**src/rtl/i2s_dac_tx.sv**
```systemverilog
// I2S master transmitter for a stereo DAC: derives bck/lrck from mck, double-buffers one
// stereo pair and shifts it out Philips-style (MSB one bck after each lrck edge).
module i2s_dac_tx #(
  parameter int SAMPLE_W    = 24,
  parameter int SLOT_W      = 32,
  parameter int MCK_PER_BCK = 4
) (
  input  logic                i_mck,
  input  logic                i_rst_n,
  input  logic [SAMPLE_W-1:0] i_in_l,
  input  logic [SAMPLE_W-1:0] i_in_r,
  input  logic                i_in_valid,
  output logic                o_in_ready,
  output logic                o_bck,
  output logic                o_lrck,
  output logic                o_sdata,
  output logic                o_frame_start,
  output logic                o_underrun
);

  localparam int DIV_W = (MCK_PER_BCK > 1) ? $clog2(MCK_PER_BCK) : 1;
  localparam int BIT_W = $clog2(2 * SLOT_W);
  localparam int PAD   = SLOT_W - SAMPLE_W;

  localparam logic [DIV_W-1:0] DIV_LAST = DIV_W'(MCK_PER_BCK - 1);
  localparam logic [DIV_W-1:0] DIV_HALF = DIV_W'(MCK_PER_BCK / 2);
  localparam logic [BIT_W-1:0] BIT_LAST = BIT_W'(2 * SLOT_W - 1);
  localparam logic [BIT_W-1:0] SLOT     = BIT_W'(SLOT_W);

  logic [DIV_W-1:0]    r_div_cnt;
  logic [BIT_W-1:0]    r_bit_cnt;
  logic                r_bck, r_lrck, r_sdata, r_frame_start, r_underrun;
  logic [SAMPLE_W-1:0] r_act_l, r_act_r, r_sh_l, r_sh_r;
  logic                r_sh_full;

  logic [DIV_W-1:0]    w_div_nxt;
  logic [BIT_W-1:0]    w_bit_nxt, w_slot_pos, w_shift;
  logic [SLOT_W-1:0]   w_word_l, w_word_r, w_word_sel;
  logic                w_fall, w_load, w_accept, w_lr_nxt, w_sdata_nxt;

  always_comb begin
    w_fall    = (r_div_cnt == DIV_LAST);
    w_div_nxt = w_fall ? '0 : r_div_cnt + 1'b1;
    w_bit_nxt = (r_bit_cnt == BIT_LAST) ? '0 : r_bit_cnt + 1'b1;
    w_load    = w_fall && (r_bit_cnt == BIT_LAST);
    w_accept  = i_in_valid && !r_sh_full;
    w_lr_nxt  = (w_bit_nxt >= SLOT);
    w_slot_pos = w_lr_nxt ? (w_bit_nxt - SLOT) : w_bit_nxt;
    w_word_l  = SLOT_W'(r_act_l) << PAD;
    w_word_r  = SLOT_W'(r_act_r) << PAD;
    w_shift   = SLOT - w_slot_pos;
    w_word_sel = (w_lr_nxt ? w_word_r : w_word_l) >> w_shift;
    // Slot position 0 still carries the LSB of the word that just ended.
    if (w_slot_pos == '0) w_sdata_nxt = w_lr_nxt ? w_word_l[0] : w_word_r[0];
    else                  w_sdata_nxt = w_word_sel[0];
  end

  always_ff @(posedge i_mck or negedge i_rst_n) begin
    if (!i_rst_n) begin
      r_div_cnt <= '0;
      r_bit_cnt <= '0;
      r_bck     <= 1'b0;
      r_lrck    <= 1'b0;
      r_sdata   <= 1'b0;
    end else begin
      r_div_cnt <= w_div_nxt;
      r_bck     <= (w_div_nxt >= DIV_HALF);
      if (w_fall) begin
        r_bit_cnt <= w_bit_nxt;
        r_lrck    <= w_lr_nxt;
        r_sdata   <= w_sdata_nxt;
      end
    end
  end

  always_ff @(posedge i_mck or negedge i_rst_n) begin
    if (!i_rst_n) begin
      r_act_l       <= '0;
      r_act_r       <= '0;
      r_sh_l        <= '0;
      r_sh_r        <= '0;
      r_sh_full     <= 1'b0;
      r_frame_start <= 1'b0;
      r_underrun    <= 1'b0;
    end else begin
      r_frame_start <= w_load;
      r_underrun    <= w_load && !r_sh_full && !i_in_valid;
      if (w_load) begin
        if (r_sh_full) begin
          r_act_l   <= r_sh_l;
          r_act_r   <= r_sh_r;
          r_sh_full <= 1'b0;
        end else if (i_in_valid) begin
          // Empty shadow at load: a pair offered right now bypasses straight to active.
          r_act_l <= i_in_l;
          r_act_r <= i_in_r;
        end
      end else if (w_accept) begin
        r_sh_l    <= i_in_l;
        r_sh_r    <= i_in_r;
        r_sh_full <= 1'b1;
      end
    end
  end

  assign o_in_ready    = !r_sh_full;
  assign o_bck         = r_bck;
  assign o_lrck        = r_lrck;
  assign o_sdata       = r_sdata;
  assign o_frame_start = r_frame_start;
  assign o_underrun    = r_underrun;

endmodule

```
**config.mk**
```make
export PLATFORM = sky130hd
export DESIGN_NAME = i2s_dac_tx
export DESIGN_NICKNAME = d
export VERILOG_FILES = /design/src/rtl/i2s_dac_tx.sv
export SDC_FILE = /design/constraint.sdc
export NUM_CORES = 1
export LEC_CHECK = 0
export CAP_MARGIN = 10
export CORE_MARGIN = 5
export CORE_UTILIZATION = 57
export CTS_CLUSTER_DIAMETER = 40
export DETAILED_ROUTE_END_ITERATION = 8
export PLACE_DENSITY = 0.8
export SLEW_MARGIN = 20
export SYNTH_ARGS = -nofsm -noshare
export SYNTH_HDL_FRONTEND = slang
export SYNTH_SLANG_ARGS = --single-unit
export TNS_END_PERCENT = 1
```
**constraint.sdc**
```tcl
create_clock -name i_mck -period 3.8 [get_ports i_mck]
set_clock_uncertainty 0.1 [all_clocks]
set_input_delay 0.57 -clock i_mck [delete_from_list [all_inputs] [get_ports i_mck]]
set_output_delay 0.57 -clock i_mck [all_outputs]
set_load 0.01 [all_outputs]
```
==> metrics.md, run 1 <==
| Metric | Value |
|---|---|
| Initial antenna violation count | 0 |
| Crit path buffers/inverters | 0 |
| Worst slew pin tran | 853 ps |
| Max-Cap Viols | 0 |
| Worst IR Drop VDD | 0.000193 V |
| Max Slew Vio Count | 0 |
| Post-CTS sizing | 0 |
| Slowest cell on crit path | dfrtp_1 |
| CP required | 3970 ps |
| Synthesized netlist cell count | 509 |
| Status | finished clean |
| Initial core utilization | 59.0% |
| Die W | 108 um |
| Top cells by count, synth | dfrtp_1, nand2_1, o21ai_0, mux2i_1, mux2_2 |
| First-pass GRT wire length | 19500 um |
| Crit end category | flop |
| Fmax | 323 MHz |
| Share of cells above drive strength 1 | 16.3% |
| Met3 WL | 581 um |
| GPL Wtd Cong | 0.994 |
| Design Area, Final | 6320 um2 |
| Yosys reg bits | 109 |
| Mapped cell area | 5480 um2 |
| Final period util | 81.6% |
| Skew-Pair Late Insertion Delay | 370 ps |
| Critical path peak fanout | 15 |
| RSZ-0062 raised after global routing | false |
| DR top layer | met4 |
| Core area | 9280 um2 |
| Setup bufs post-CTS | 0 |
| Setup Crit Path Kind | flop to flop |
| Die area | 11700 um2 |
| Yosys top cell by area | dfrtp_1 |
| Clock transition at path regs | 100 ps |
| Placed Area | 6140 um2 |
| Multi-input gate area in the final layout | 2590 um2 |
| Post-route ant nets | 0 |
| Number of hold buffers added after cts | 0 |
| Cell family with most CP delay | simple AND/OR/NAND/NOR gates |
| DRC | 0 |
| Detailed router's first-iteration violation count | 249 |
| Drt pass-1 iters | 5 |
| M1 wire length | 4970 um |
| Power Density | 329 nW/um2 |
| Total global routing overflow | 0 |
| Slew margin rel. | 43.2% |
| HP Class | input port to asynchronous set/reset pin |
| Die Y | 108 um |
| Synth cell types | 55 |
| Input/output buffers | 56 |
| Fin Setup TNS | 0 ps |
| # rows | 35 |
| Number of buffers created by CTS | 9 |
| IO Count | 57 |
| Startpoint Class | flop |
| Mapped Nets | 564 |
| CTS Root Cell | clkbuf_8 |
| Maximum clock path buffer count | 2 |
| CP Data Arrival Time | 3270 ps |
| Synth top area share | 49.8% |
| Synthesized area per cell | 10.8 um2 |
| Min cycle time layout | 3100 ps |
| DR WL met2 | 5770 um |
| FILL cells | 744 |
| Drt total wl | 11700 um |
| Synth warn | 0 |
| Hold slack | 190 ps |
| CTS tree | built |
| CTS H-Tree Depth | 3 |
| Total Routing Usage GR | 21.3% |
| Most used cell, CP | or4_1 |
| Largest net degree at the start of global routing | 69 |
| Static Leakage | 2.91 nW |
| Hold Vio Cnt, Final | 0 |
| DR WL/cell | 17.1 um |
| Worst stage delay on the critical path | 610 ps |
| Vias in the first global route | 4008 |
| Post-synth top flop | dfrtp_1 |
| Area growth syn-to-layout | 15.3% |
| Final-report setup violation count | 0 |
| Count leader, synth | dfrtp_1 |
| Final net count | 603 |
| Ys async rst share | 100% |
| Crit-path cells | ha_1, nand2_1, or4_1, and4_4, or4_1, o21ai_1, o32ai_1, a32o_1 |
| Sequential area share after synthesis | 49.8% |
| Tot Pwr | 2.08 mW |
| DR vias | 4042 |
| # clock sinks | 109 |
| Detail Placement HPWL | 8620 um |
| Drt via density | 5.93 |
| Number of flops mapped to enable cells by yosys | 0 |
| Storage element area | 2730 um2 |
| Leading post-synthesis cells by cell area | dfrtp_1, mux2_2, mux2i_1, o21ai_0, nand2_1 |
| # diodes | 0 |
cell families after synthesis:
| family | after synthesis | synth area share [%] |
|---|---|---|
| DFF | 109 | 49.8 |
| AOI/OAI and AO/OA | 106 | 11.7 |
| and+or+nand+nor | 139 | 12.8 |
| muxes | 106 | 20.6 |
| adders and majority gates | 4 | 0.914 |
| xor gates and xnor gates | 6 | 0.959 |
| buffers and inverters | 39 | 3.24 |
cell usage in the layout, fill, tap and decap left out, types with 6 or more instances in the layout:
| cell type | count |
|---|---|
| nor3_1 | 13 |
| clkdlybuf4s50_1 | 55 |
| a21oi_1 | 10 |
| o21ai_0 | 58 |
| mux2_2 | 52 |
| nand3_1 | 11 |
| buf_4 | 8 |
| a211oi_1 | 6 |
| nor2_1 | 12 |
| nand2_1 | 65 |
| dfrtp_1 | 108 |
| mux2i_1 | 54 |
| clkbuf_8 | 9 |
flip-flops by register name, summed over array words and instances, names as in the netlist:
register       count
r_act_l           24
o_lrck             1
r_sh_l            24
r_act_r           24
o_sdata            1
r_sh_full          1
r_sh_r            24
o_underrun         1
o_frame_start      1
o_bck              1
r_div_cnt          1
r_bit_cnt          6
per-stage QoR:
stage	setup slack [ps]	util, %	std cells
after CTS	720	68.1	682
after floorplan	1090	-	509
final	699	68.1	682
after detailed placement	738	66.1	666
after global routing	439	68.1	682
after global placement	835	66.1	666
power breakdown:
part,internal (mW),switching [mW],total (mW)
Combinational,0.110,0.0653,0.176
Clock,0.251,0.405,0.655
Sequential,1.22,0.0284,1.25
Total,1.58,0.498,2.08
metal layers:
metal | GRT usage (%) | vias up
li1 | - | 1916
met1 | 28.1 | 1962
met2 | 34.8 | 136
met3 | 3.82 | 28
met4 | 9.02 | 0
met5 | 0 | -
final timing paths:
check	from	to	slack [ps]	cells past startpoint
setup / recovery	r_bit_cnt[0]$_DFFE_PN0P_	o_sdata$_DFFE_PN0P_	700	8
hold / removal	i_rst_n	r_sh_r[13]$_DFFE_PN0P_	190	1
setup reg to reg	r_bit_cnt[0]$_DFFE_PN0P_	o_sdata$_DFFE_PN0P_	700	8
hold reg to reg	r_div_cnt[0]$_DFF_PN0_	r_div_cnt[0]$_DFF_PN0_	340	1
max in group asynchronous	i_rst_n	r_sh_full$_DFFE_PN0P_	2660	2
min in group i_mck	r_div_cnt[0]$_DFF_PN0_	r_div_cnt[0]$_DFF_PN0_	340	1
area by class of cell:
| type | count | area share, % |
|---|---|---|
| tap | 129 | 2.55 |
| timing repair buffer | 65 | 10.3 |
| inverter | 2 | 0.119 |
| multi-input combinational | 361 | 41.0 |
| sequential | 109 | 43.2 |
| clock buffer | 10 | 2.02 |
| clock inverter | 6 | 0.851 |
Note: power is estimated with default switching activity, not from simulation.
==> run 2, diff against run 1 <==
- CORE_UTILIZATION: 57 -> 51
- PLACE_DENSITY: 0.8 -> 0.76
- clock period: 3.8 -> 2.5 ns (I/O delays scaled with it)
==> run 2 against run 1 <==
Effect of this change: critical path depth increased by 1; largest power group unchanged; wire length rose by 14%; flip-flop and latch count unchanged; worst setup slack got worse by 790 ps; worst hold slack gained 160 ps; combinational power rose by 52%; highest routed layer unchanged; via count rose by 3.8%; the flow now finishes with violations (negative setup slack).
==> metrics.md, run 2 (same netlist as run 1, synthesis figures left out) <==
| Metric | Value |
|---|---|
| Status | finished with violations |
| Failing checks | negative setup slack |
| Worst slew pin tran | 499 ps (-354 ps) |
| Share of cells above drive strength 1 | 27.1% (+11 points) |
| Crit path to | o_sdata$_DFFE_PN0P_ |
| Core area | 10400 um2 (+12%) |
| NetSw | 0.758 mW (+52%) |
| Fin Setup TNS | -88.8 ps (-88.8 ps) |
| Worst stage delay on the critical path | 480 ps (-130 ps) |
| DR vias | 4196 (+3.8%) |
| Worst hold start | r_div_cnt[0]$_DFF_PN0_ |
| Startpoint Class | flop |
| CP required | 2680 ps (-1290 ps) |
| # rows | 37 (+5.7%) |
| CTS Root Cell | clkbuf_8 |
| Worst IR Drop VDD | 0.000545 V (+180%) |
| Static Leakage | 3.20 nW (+9.9%) |
| Tot Pwr | 3.29 mW (+58%) |
| CP Data Arrival Time | 2770 ps (-500 ps) |
| Die area | 12900 um2 (+11%) |
| Hold slack | 346 ps (+156 ps) |
| Maximum clock path buffer count | 2 (unchanged) |
| Drt pass-1 iters | 4 (-1) |
| Area growth syn-to-layout | 26.5% |
| DRC | 0 (unchanged) |
| Fmax | 386 MHz (+20%) |
| Drt via density | 5.66 (-4.5%) |
| Setup Crit Path Kind | flop to flop |
| Vias in the first global route | 4321 (+7.8%) |
| RSZ-0062 raised after global routing | true |
| Number of buffers created by CTS | 9 (unchanged) |
| CP startpoint | r_bit_cnt[1]$_DFFE_PN0P_ |
| Input/output buffers | 56 (unchanged) |
| R2R cell count | 9 (+1) |
| Slew margin rel. | 66.3% (+23 points) |
| Clock transition at path regs | 100 ps (about the same) |
| Final-report setup violation count | 1 (+1) |
| Power Internal | 2.53 mW (+60%) |
| Switching Share | 23.1% (-0.93 points) |
| DR WL/cell | 17.9 um (+4.5%) |
| Worst r2r dst | o_sdata$_DFFE_PN0P_ |
| GPL Wtd Cong | 0.834 (-16%) |
| Max-Cap Viols | 0 (unchanged) |
| Detail Placement HPWL | 10300 um (+20%) |
| HP Class | flop to flop |
| Critical path peak fanout | 5 (-10) |
| Die Y | 114 um (+5.2%) |
| Final worst setup slack | -88.8 ps (-788 ps) |
| Die W | 114 um (+5.2%) |
| IO Count | 57 (unchanged) |
| Commonest non-fill, non-tap cell in the layout | dfrtp_1 |
| # diodes | 0 (unchanged) |
| Final net count | 655 (+8.6%) |
| Crit end category | flop |
| Hold Vio Cnt, Final | 0 (unchanged) |
| Largest net degree at the start of global routing | 47 (-32%) |
| # clock sinks | 109 (unchanged) |
| Final period util | 104% (+22 points) |
| Sequential fraction of design power | 57.6% (-2.4 points) |
| Total Routing Usage GR | 22.1% (+0.74 points) |
| Max Slew Vio Count | 0 (unchanged) |
| Detailed router's first-iteration violation count | 221 (-11%) |
| Drt total wl | 13300 um (+14%) |
| Most frequent cells in the layout | dfrtp_1, nand2_1, o21ai_0 |
| Gate power share | 8.2% (-0.3 points) |
| CTS tree | built |
| Initial core utilization | 52.6% (-6.4 points) |
| Min cycle time layout | 2590 ps (-512 ps) |
| Placed Area | 6600 um2 (+7.5%) |
| Total global routing overflow | 0 (unchanged) |
| R2r setup slk | -90 ps (-790 ps) |
| Initial antenna violation count | 0 (unchanged) |
| CTS H-Tree Depth | 3 (unchanged) |
| Slowest cell on crit path | dfrtp_2 |
| Crit-path cells | ha_4, nand2b_4, nand2b_1, a311o_1, and4_4, or4_4, o21ai_2, o32ai_2, a32o_1 |
| Power Density | 474 nW/um2 (+44%) |
| Clk network pwr share | 34.2% (+2.7 points) |
| Skew-Pair Late Insertion Delay | 390 ps (+20 ps) |
| Worst flop-to-flop path startpoint | r_bit_cnt[1]$_DFFE_PN0P_ |
| First-pass GRT wire length | 22100 um (+14%) |
| Post-route ant nets | 0 (unchanged) |
| Design Area, Final | 6930 um2 (+9.6%) |
## run 2: cell types whose count changed in the layout (fill, tap and decap cells not counted), moves of 2 or more
cell,before,now
buf_12,2,6
buf_4,8,55
dfrtp_1,108,105
dfrtp_2,1,4
ha_1,4,2
ha_4,0,2
o21ai_1,2,0
o21ai_2,1,3
or4_1,3,1
or4_4,0,2
## run 2: final cells by class
class | instances | area [um2]
Clock buffer | 10 | 138
Clock inverter | 6 | 75.1
Fill cell | 838 | 3490
Inverter | 2 | 7.51
Multi-Input combinational cell | 361 | 2710
Sequential cell | 109 | 2730
Tap cell | 136 | 170
Timing Repair Buffer | 117 | 1090
## run 2: worst min path at each step
stage                              to  depth (start not counted)
2_1_floorplan         o_bck$_DFF_PN0_                          0
3_3_place_gp   r_sh_r[10]$_DFFE_PN0P_                          1
3_5_place_dp   r_sh_r[10]$_DFFE_PN0P_                          1
4_1_cts        r_div_cnt[0]$_DFF_PN0_                          1
5_1_grt        r_div_cnt[0]$_DFF_PN0_                          1
6_report       r_div_cnt[0]$_DFF_PN0_                          1
## run 2: metal layers
layer  share of wire [%]  up-vias  wire [um]  GRT usage (%)
met1                  43     2041       5710           27.6
met5                   0        -          0              0
met2                  51      109       6720           37.4
met3                 4.1       21        546           5.46
li1                    -     2025          -              -
met4                 2.2        0        288           7.45
## run 2: critical path: cells and delay by family (launching register included)
kind | cells | cell delay, ps
DFF | 1 | 480
and+or+nand+nor | 4 | 810
adders and majority gates | 1 | 310
AOI/OAI and AO/OA | 4 | 770
## run 2: repair_timing
action                                 in CTS  in global routing
pin swaps                                   1                  4
endpoints found under the hold margin      31                  0
hold buffers                                1                  0
resized for setup                           3                 16
setup endpoints to repair                   1                  1
buffers inserted                            2                  0
## run 2: metrics by stage
| step | util (%) | setup slack (ps) | cells |
|---|---|---|---|
| floorplan | - | -27.5 | 509 |
| global placement | 63.3 | -80.1 | 722 |
| detailed placement | 63.3 | -123 | 722 |
| CTS | 65.8 | -64.1 | 741 |
| global route | 66.5 | -148 | 741 |
| finish | 66.5 | -88.8 | 741 |
## run 2: power by group through the flow
stage | sequential, mW | clock, mW | combinational [mW]
after global routing | 1.91 | 1.25 | 0.302
after detailed placement | 1.93 | 0 | 0.274
after CTS | 1.89 | 1.17 | 0.276
after global placement | 1.92 | 0 | 0.264
after floorplan | 1.92 | 0 | 0.123
final | 1.89 | 1.12 | 0.268
